**src/rtl/vga_cfg_axil_regs.sv**
```systemverilog
// AXI4-Lite register slave for VGA configuration: drives resolution/request into vga_clk_gen
// and tracks its completion pulse through a sticky done / busy status pair.
package vga_cfg_pkg;
  typedef enum logic {
    VGA_RES_800_600   = 1'b0,
    VGA_RES_1280_1024 = 1'b1
  } vga_resolution_e;
endpackage

module vga_cfg_axil_regs
  import vga_cfg_pkg::*;
#(
  parameter int unsigned ADDR_W = 11,
  parameter int unsigned DATA_W = 32
) (
  input  logic                  clk_100m_i,
  input  logic                  arstn_i,
  input  logic [ADDR_W-1:0]     s_axi_awaddr,
  input  logic                  s_axi_awvalid,
  output logic                  s_axi_awready,
  input  logic [DATA_W-1:0]     s_axi_wdata,
  input  logic [DATA_W/8-1:0]   s_axi_wstrb,
  input  logic                  s_axi_wvalid,
  output logic                  s_axi_wready,
  output logic [1:0]            s_axi_bresp,
  output logic                  s_axi_bvalid,
  input  logic                  s_axi_bready,
  input  logic [ADDR_W-1:0]     s_axi_araddr,
  input  logic                  s_axi_arvalid,
  output logic                  s_axi_arready,
  output logic [DATA_W-1:0]     s_axi_rdata,
  output logic [1:0]            s_axi_rresp,
  output logic                  s_axi_rvalid,
  input  logic                  s_axi_rready,
  output vga_resolution_e       resolution_o,
  output logic                  req_o,
  input  logic                  valid_i
);

  localparam int unsigned IdxW  = ADDR_W - 2;
  localparam int unsigned StrbW = DATA_W / 8;

  localparam logic [IdxW-1:0] IdxCtrl    = IdxW'(0);
  localparam logic [IdxW-1:0] IdxStatus  = IdxW'(1);
  localparam logic [IdxW-1:0] IdxScratch = IdxW'(2);

  localparam logic [1:0] RespOkay   = 2'b00;
  localparam logic [1:0] RespSlverr = 2'b10;

  // Write address / data buffers, one deep each
  logic              r_aw_full;
  logic [IdxW-1:0]   r_aw_idx;
  logic              r_w_full;
  logic [DATA_W-1:0] r_w_data;
  logic [StrbW-1:0]  r_w_strb;

  logic              r_bvalid;
  logic [1:0]        r_bresp;
  logic              r_rvalid;
  logic [DATA_W-1:0] r_rdata;
  logic [1:0]        r_rresp;

  vga_resolution_e   r_res;
  logic              r_req;
  logic              r_busy;
  logic              r_done;
  logic [DATA_W-1:0] r_scratch;

  logic              w_aw_hs;
  logic              w_w_hs;
  logic              w_ar_hs;
  logic              w_commit;
  logic              w_wr_hit;
  logic              w_wr_ctrl;
  logic              w_wr_scr;
  logic              w_ctrl_en;
  logic              w_req_start;
  logic [DATA_W-1:0] w_scratch_d;
  logic [IdxW-1:0]   w_ar_idx;
  logic [DATA_W-1:0] w_rd_data;
  logic              w_rd_err;
  logic              w_unused_addr;

  assign w_unused_addr = ^{s_axi_awaddr[1:0], s_axi_araddr[1:0]};

  assign s_axi_awready = ~r_aw_full;
  assign s_axi_wready  = ~r_w_full;
  assign s_axi_arready = ~r_rvalid;
  assign s_axi_bvalid  = r_bvalid;
  assign s_axi_bresp   = r_bresp;
  assign s_axi_rvalid  = r_rvalid;
  assign s_axi_rdata   = r_rdata;
  assign s_axi_rresp   = r_rresp;
  assign resolution_o  = r_res;
  assign req_o         = r_req;

  assign w_aw_hs  = s_axi_awvalid & ~r_aw_full;
  assign w_w_hs   = s_axi_wvalid & ~r_w_full;
  assign w_ar_hs  = s_axi_arvalid & ~r_rvalid;
  assign w_commit = r_aw_full & r_w_full & ~r_bvalid;

  assign w_wr_hit  = (r_aw_idx == IdxCtrl) || (r_aw_idx == IdxStatus) ||
                     (r_aw_idx == IdxScratch);
  assign w_wr_ctrl = w_commit & (r_aw_idx == IdxCtrl);
  assign w_wr_scr  = w_commit & (r_aw_idx == IdxScratch);

  // CTRL is frozen while a reconfiguration is outstanding
  assign w_ctrl_en   = w_wr_ctrl & r_w_strb[0] & ~r_busy;
  assign w_req_start = w_ctrl_en & r_w_data[1];

  always_comb begin
    w_scratch_d = r_scratch;
    for (int k = 0; k < StrbW; k++) begin
      if (r_w_strb[k]) begin
        w_scratch_d[8*k +: 8] = r_w_data[8*k +: 8];
      end
    end
  end

  assign w_ar_idx = s_axi_araddr[ADDR_W-1:2];

  always_comb begin
    w_rd_data = '0;
    w_rd_err  = 1'b0;
    case (w_ar_idx)
      IdxCtrl:    w_rd_data[0]   = r_res;
      IdxStatus:  w_rd_data[1:0] = {r_busy, r_done};
      IdxScratch: w_rd_data      = r_scratch;
      default:    w_rd_err       = 1'b1;
    endcase
  end

  always_ff @(posedge clk_100m_i or negedge arstn_i) begin
    if (!arstn_i) begin
      r_aw_full <= 1'b0;
      r_aw_idx  <= '0;
    end else if (w_aw_hs) begin
      r_aw_full <= 1'b1;
      r_aw_idx  <= s_axi_awaddr[ADDR_W-1:2];
    end else if (w_commit) begin
      r_aw_full <= 1'b0;
    end
  end

  always_ff @(posedge clk_100m_i or negedge arstn_i) begin
    if (!arstn_i) begin
      r_w_full <= 1'b0;
      r_w_data <= '0;
      r_w_strb <= '0;
    end else if (w_w_hs) begin
      r_w_full <= 1'b1;
      r_w_data <= s_axi_wdata;
      r_w_strb <= s_axi_wstrb;
    end else if (w_commit) begin
      r_w_full <= 1'b0;
    end
  end

  always_ff @(posedge clk_100m_i or negedge arstn_i) begin
    if (!arstn_i) begin
      r_bvalid <= 1'b0;
      r_bresp  <= RespOkay;
    end else if (w_commit) begin
      r_bvalid <= 1'b1;
      r_bresp  <= w_wr_hit ? RespOkay : RespSlverr;
    end else if (r_bvalid && s_axi_bready) begin
      r_bvalid <= 1'b0;
    end
  end

  always_ff @(posedge clk_100m_i or negedge arstn_i) begin
    if (!arstn_i) begin
      r_rvalid <= 1'b0;
      r_rdata  <= '0;
      r_rresp  <= RespOkay;
    end else if (w_ar_hs) begin
      r_rvalid <= 1'b1;
      r_rdata  <= w_rd_data;
      r_rresp  <= w_rd_err ? RespSlverr : RespOkay;
    end else if (r_rvalid && s_axi_rready) begin
      r_rvalid <= 1'b0;
    end
  end

  always_ff @(posedge clk_100m_i or negedge arstn_i) begin
    if (!arstn_i) begin
      r_res     <= VGA_RES_800_600;
      r_req     <= 1'b0;
      r_busy    <= 1'b0;
      r_done    <= 1'b0;
      r_scratch <= '0;
    end else begin
      r_req <= w_req_start;
      if (w_ctrl_en) begin
        r_res <= vga_resolution_e'(r_w_data[0]);
      end
      // Start and completion are exclusive: a start needs busy=0, completion needs busy=1
      if (w_req_start) begin
        r_busy <= 1'b1;
        r_done <= 1'b0;
      end else if (r_busy && valid_i) begin
        r_busy <= 1'b0;
        r_done <= 1'b1;
      end
      if (w_wr_scr) begin
        r_scratch <= w_scratch_d;
      end
    end
  end

endmodule

```
**config.mk**
```make
export PLATFORM = sky130hd
export DESIGN_NAME = vga_cfg_axil_regs
export DESIGN_NICKNAME = d
export VERILOG_FILES = /design/src/rtl/vga_cfg_axil_regs.sv
export SDC_FILE = /design/constraint.sdc
export NUM_CORES = 1
export LEC_CHECK = 0
export ABC_AREA = 1
export BUFFER_PORTS_ARGS = -buffer_cell sky130_fd_sc_hd__buf_2
export CAP_MARGIN = 0
export CORE_MARGIN = 2
export CORE_UTILIZATION = 45
export CTS_CLUSTER_SIZE = 14
export DETAILED_ROUTE_END_ITERATION = 7
export PLACE_DENSITY = 0.69
export SYNTH_ARGS = -nofsm -noshare
export SYNTH_HDL_FRONTEND = slang
export SYNTH_SLANG_ARGS = --single-unit
```
**constraint.sdc**
```tcl
create_clock -name clk_100m_i -period 1.7 [get_ports clk_100m_i]
set_clock_uncertainty 0.2 [all_clocks]
set_input_delay 0.255 -clock clk_100m_i [delete_from_list [all_inputs] [get_ports clk_100m_i]]
set_output_delay 0.255 -clock clk_100m_i [all_outputs]
set_load 0.02 [all_outputs]
```
==> results.json, run 1 <==
{
  "hold_path.class": "in2reg",
  "timing.setup.tns_ns": -0.0587,
  "worst_ep_arrival_time_ns": 1.93,
  "start_util_pct": 45.9,
  "synthTopCellsByArea": "dfrtp_1 63%, nand2_1 12%, mux2_2 8.2%",
  "fin_util_pct": 67.4,
  "worstPathMaxFanout": 8,
  "final_antenna_net_count": 0,
  "crit_required_ns": 1.91,
  "path_depth": 8,
  "path_clk_slew_ns": 0.06,
  "ys_ff_latch": 119,
  "ir_drop_mv": 0.687,
  "place.gp.congestion": 0.751,
  "fmax_mhz": 582,
  "vias_per_cell": 4.86,
  "ys_seq_area_share_pct": 63.4,
  "boundaryPins": 109,
  "core_area_um2": 10200,
  "layout_common_cells": "126 x nand2_1, 119 x dfrtp_1, 101 x buf_2, 60 x dlygate4sd3_1, 41 x o21ai_0",
  "period_needed_ns": 1.72,
  "reg2regPathDepth": 8,
  "layout_commonest_cell": "nand2_1",
  "whs_endpoint": "s_axi_rvalid",
  "die_x_um": 106,
  "violations": "negative setup slack",
  "startpoint_type": "flip-flop",
  "worst_slack_ns": -0.0177,
  "period_share_pct": 101,
  "syn-cell-area_um2": 4690,
  "clock_power_share_pct": 40.3,
  "grt_first_pass_wirelength_um": 17500,
  "wirelength_um": 11000,
  "crit_path_max_incr_delay_ns": 0.40,
  "setup_violations": 6,
  "grt_use_total_pct": 20.2,
  "rsz0062_at_grt": "true",
  "r2r-end": "r_scratch[11]",
  "min_from": "s_axi_arvalid",
  "crit_top_cell": "nand2_1",
  "dieHeight_um": 106,
  "layout.cells.non_filler": 795,
  "critPathKind": "reg2reg",
  "max_slew_margin_pct": 64.3,
  "synth.distinct_cells": 16,
  "tightest_slew_ns": 0.536,
  "power_density_nw_per_um2": 1360,
  "drcViolationCount": 0,
  "cts_buffers": 17,
  "drv_cap": 0,
  "synth_top_area_share_pct": 63.4,
  "clock_tree.buffer_depth": 2,
  "h-tree-depth": 4,
  "path_buf_inv": 2,
  "grt_pass1_vias": 3779,
  "p_leak_uw": 0.00344,
  "first_pass_iters": 4,
  "layout.nets": 712,
  "final_area_um2": 6890,
  "placedCellCount": 694,
  "slew_viol_final": 0,
  "syn_avg_cell_area_um2": 10.1,
  "p_sw_share_pct": 26.4,
  "setup.worst_path.end_class": "flip-flop",
  "placed_area_um2": 5420,
  "grt_max_degree": 54,
  "critical_path.slowest_cell": "dfrtp_1",
  "crit_family": "simple AND/OR/NAND/NOR gates",
  "wire_per_inst_um": 13.8,
  "cts_root_buf": "clkbuf_8",
  "grt-ovfl-total": 0,
  "hold_path_depth": 4,
  "yosysTopAreaCell": "dfrtp_1",
  "r2r_start": "r_aw_idx[2]",
  "rows": 37,
  "dp_hpwl_um": 6400,
  "io_buffers": 102,
  "drive_above_1_share_pct": 32.5,
  "seq_power_share_pct": 42.1,
  "timing_hold_violations_final": 0,
  "r2r_slack_ns": -0.02,
  "switchingPower_uw": 2490,
  "crit_chain": "nor2_4 -> nand3_4 -> nor3_4 -> buf_6 -> buf_12 -> nand2_4 -> nand2_1 -> nand2_1",
  "ys_warn_count": 0,
  "via_count": 3863,
  "antenna_found_initial": 0,
  "drt-initial-drc-count": 176,
  "status": "complete, but fails checks",
  "cts_sinks": 119,
  "synthCells": 466,
  "cts_tree": "done",
  "syn2layout_area_growth_pct": 46.8,
  "p_int_uw": 6920,
  "combPwrFrac_pct": 17.6,
  "die-area_um2": 11300,
  "clock_latency_ns": 0.52
}
==> Yosys cell counts (all sizes together) <==
master and number:
o21ai 45, nand4 1, conb 1, clkbuf 9, mux2 34, dfrtp 119, nand3 33, nor3 1
nand2 146, nor2 28, inv 24, buf 13, a21oi 11, o22ai 1
==> area by class of cell <==
type	instances	area [µm²]
diodes	1	2.50
repair buffers	182	1370
inverters	24	90.1
flip-flops and latches	119	2980
fillers	781	3340
multi-input cells	302	1650
clock buffers	22	453
well taps	136	170
clock inverters	9	173
==> worst min-delay path, stage by stage <==
cell     delay (ns)
buf_2          0.08
nand2_1        0.09
buf_4          0.20
o21ai_0        0.08
==> cell families after synthesis <==
logic type / share of synthesized area, %
buf+inv: 4.24
flops: 63.4
mux: 8.16
simple gates: 18.0
other cells: 0.0799
compound gates: 6.11
==> registers in the layout (all words and copies together), names as in the netlist <==
signal        cells
s_axi_rdata      32
req_o             1
r_done            1
r_scratch        32
r_w_full          1
r_w_strb          4
r_w_data         32
r_busy            1
resolution_o      1
s_axi_rvalid      1
r_aw_idx          9
s_axi_rresp       1
s_axi_bvalid      1
r_aw_full         1
s_axi_bresp       1
==> power by group through the flow <==
stage | sequential (µW) | combinational (µW) | clock (µW)
2_1_floorplan | 3780 | 1090 | 0
3_3_place_gp | 3900 | 1390 | 0
3_5_place_dp | 3930 | 1440 | 0
4_1_cts | 3890 | 1560 | 3830
5_1_grt | 4040 | 1830 | 3990
6_report | 3960 | 1650 | 3790
==> worst max-delay path by stage <==
stage                            start             to  slack [ns]
after floorplan           s_axi_bvalid  r_scratch[10]        0.04
after CTS                  r_aw_idx[3]  r_scratch[17]       0.005
after global routing       r_aw_idx[2]  r_scratch[11]       -0.12
after global placement     r_aw_idx[4]  r_scratch[17]      -0.008
final                      r_aw_idx[2]  r_scratch[11]       -0.02
after detailed placement   r_aw_idx[5]  r_scratch[17]       -0.08
==> metal layers <==
layer  global-route usage, %  part of all wire [%]
met1                    24.5                    42
met2                    33.7                    52
met3                    5.52                   4.9
met4                    8.65                   1.6
met5                       0                     0
==> per-stage QoR <==
step                      total power (µW)  hold WS, ns  worst slack [ns]
after floorplan                       4870       -0.241            0.0417
after global placement                5290      -0.0138          -0.00775
after detailed placement              5370     -0.00694           -0.0837
after CTS                             9280     0.000864           0.00521
after global routing                  9860       0.0517            -0.122
final                                 9410       0.0317           -0.0177
==> what timing repair did <==
action | in CTS | in global routing
pin swaps | 0 | 7
buffers inserted | 0 | 7
hold endpoints to repair | 172 | 0
setup endpoints to repair | 24 | 47
resized for setup | 4 | 38
cloned | 0 | 2
hold buffers | 61 | 0
Note: power is estimated with default switching activity, not from simulation.
==> run 2, diff against run 1 <==
PLACE_DENSITY = 0.71   (was 0.69)
clock period = 1.4 ns   (was 1.7 ns; I/O delays follow)
==> run 2 against run 1 <==
The flow still finishes with violations (negative setup slack). Critical path depth down 1. Global-route usage increased by 2.2 points. Hold slack improved by 0.044 ns. Flip-flop and latch count unchanged. Clock power is 14% higher. Routed wire length increased by 30%. Via count is 12% higher.
==> results.json, run 2 (synthesis results as in run 1) <==
{
  "die_x_um": 106,
  "syn2layout_area_growth_pct": 69.3,
  "cts_buffers": 17,
  "critPathKind": "reg2reg",
  "setup_violations": 115,
  "grt-ovfl-total": 0,
  "h-tree-depth": 4,
  "dp_slack_ns": -0.231,
  "drive_above_1_share_pct": 42.8,
  "worst_ep_arrival_time_ns": 1.95,
  "dieHeight_um": 106,
  "rows": 37,
  "reg2regPathDepth": 7,
  "wire_per_inst_um": 16.7,
  "layout_commonest_cell": "nand2_1",
  "core_area_um2": 10200,
  "endpoint": "r_scratch[19]",
  "period_share_pct": 124,
  "via_count": 4329,
  "drt-initial-drc-count": 239,
  "setup.worst_path.end_class": "flip-flop",
  "r2r_slack_ns": -0.34,
  "multi_input_area_um2": 1880,
  "layout_common_cells": "124 x nand2_1, 117 x dfrtp_1, 61 x dlygate4sd3_1, 60 x buf_2, 59 x buf_4",
  "r2r_start": "r_aw_idx[3]",
  "crit_path_max_incr_delay_ns": 0.39,
  "boundaryPins": 109,
  "status": "complete, but fails checks",
  "crit_chain": "nor2_2 -> nand3_2 -> nor3_4 -> buf_12 -> nand2_4 -> nand2_2 -> nand2_1",
  "drv_cap": 0,
  "vias_per_cell": 5.05,
  "timing.setup.tns_ns": -15.65,
  "die-area_um2": 11300,
  "clock_tree.buffer_depth": 2,
  "worst_slack_ns": -0.342,
  "r2r-end": "r_scratch[19]",
  "fillerInstances": 616,
  "clock_latency_ns": 0.52,
  "violations": "negative setup slack",
  "cts_sinks": 119,
  "wirelength_um": 14300,
  "cts_tree": "done",
  "grt_pass1_vias": 4191,
  "grt_first_pass_wirelength_um": 19300,
  "period_needed_ns": 1.74,
  "layout.nets": 775,
  "antenna_cells": 0,
  "p_leak_uw": 0.00395,
  "slew_viol_final": 0,
  "crit_required_ns": 1.60,
  "path_clk_slew_ns": 0.06,
  "crit_path_start": "r_aw_idx[3]",
  "startpoint_type": "flip-flop",
  "cts_root_buf": "clkbuf_8",
  "seqCellArea_um2": 2980,
  "final_antenna_net_count": 0,
  "place.gp.congestion": 0.849,
  "hold_path.class": "in2async",
  "io_buffers": 102,
  "worstPathMaxFanout": 8,
  "start_util_pct": 45.9,
  "grt_max_degree": 70,
  "ir_drop_mv": 0.885,
  "fmax_mhz": 574,
  "timing_hold_violations_final": 0,
  "power_density_nw_per_um2": 1560,
  "drcViolationCount": 0,
  "first_pass_iters": 4,
  "dp_hpwl_um": 6780,
  "rsz0062_at_grt": "true",
  "antenna_found_initial": 0,
  "grt_use_total_pct": 22.4,
  "critical_path.slowest_cell": "dfrtp_1"
}
[run 2: how the worst min path moves through the flow]
stage                         endpoint  startpoint  cells past startpoint  slack (ns)
final                     resolution_o     arstn_i                      3        0.08
after global routing            r_busy     arstn_i                      3        0.07
after CTS                       r_busy     arstn_i                      3        0.03
after detailed placement   r_aw_idx[7]     arstn_i                      1       -0.14
after global placement     r_aw_idx[7]     arstn_i                      1       -0.14
after floorplan              r_aw_full     arstn_i                      0       -0.29
[run 2: power by group]
group	internal (µW)	switching, µW
registers	4250	633
logic	1730	1450
clock network	2840	1470
total	8830	3560
[run 2: metrics by stage]
step / utilization [%] / hold WS, ns / total power [µW] / area (µm²) / cells
2_1_floorplan: - / -0.286 / 6040 / 4780 / 467
3_3_place_gp: 54.8 / -0.142 / 6640 / 5600 / 707
3_5_place_dp: 54.8 / -0.137 / 6760 / 5600 / 707
4_1_cts: 71.7 / 0.0324 / 11400 / 7340 / 826
5_1_grt: 77.7 / 0.0719 / 12900 / 7950 / 858
6_report: 77.7 / 0.0753 / 12400 / 7950 / 858
[run 2: routing by layer]
layer	up-vias	share of wire, %	global-route usage (%)
met4	0	4.7	11.2
met1	2112	38	25.4
li1	2002	-	-
met5	-	0	0
met2	155	54	39.2
met3	60	3.5	5.58
[run 2: layout make-up]
class,instances,area share (%)
clock inverter,8,1.51
sequential,119,37.5
clock buffer,24,5.92
inverter,24,1.32
timing repair buffer,244,28.0
multi-input combinational,303,23.6
tap,136,2.14
[run 2: critical path: cells and delay by family (launching register included)]
family / cells / cell delay (ns)
DFF: 1 / 0.39
and+or+nand+nor: 6 / 0.84
buffers and inverters: 1 / 0.19
[run 2: repair_timing]
item	4_1_cts	5_1_grt
resized for setup	110	103
gates cloned	1	8
buffers inserted	25	25
hold endpoints to repair	177	0
pin swaps	6	25
setup endpoints to repair	86	146
hold buffers	61	0
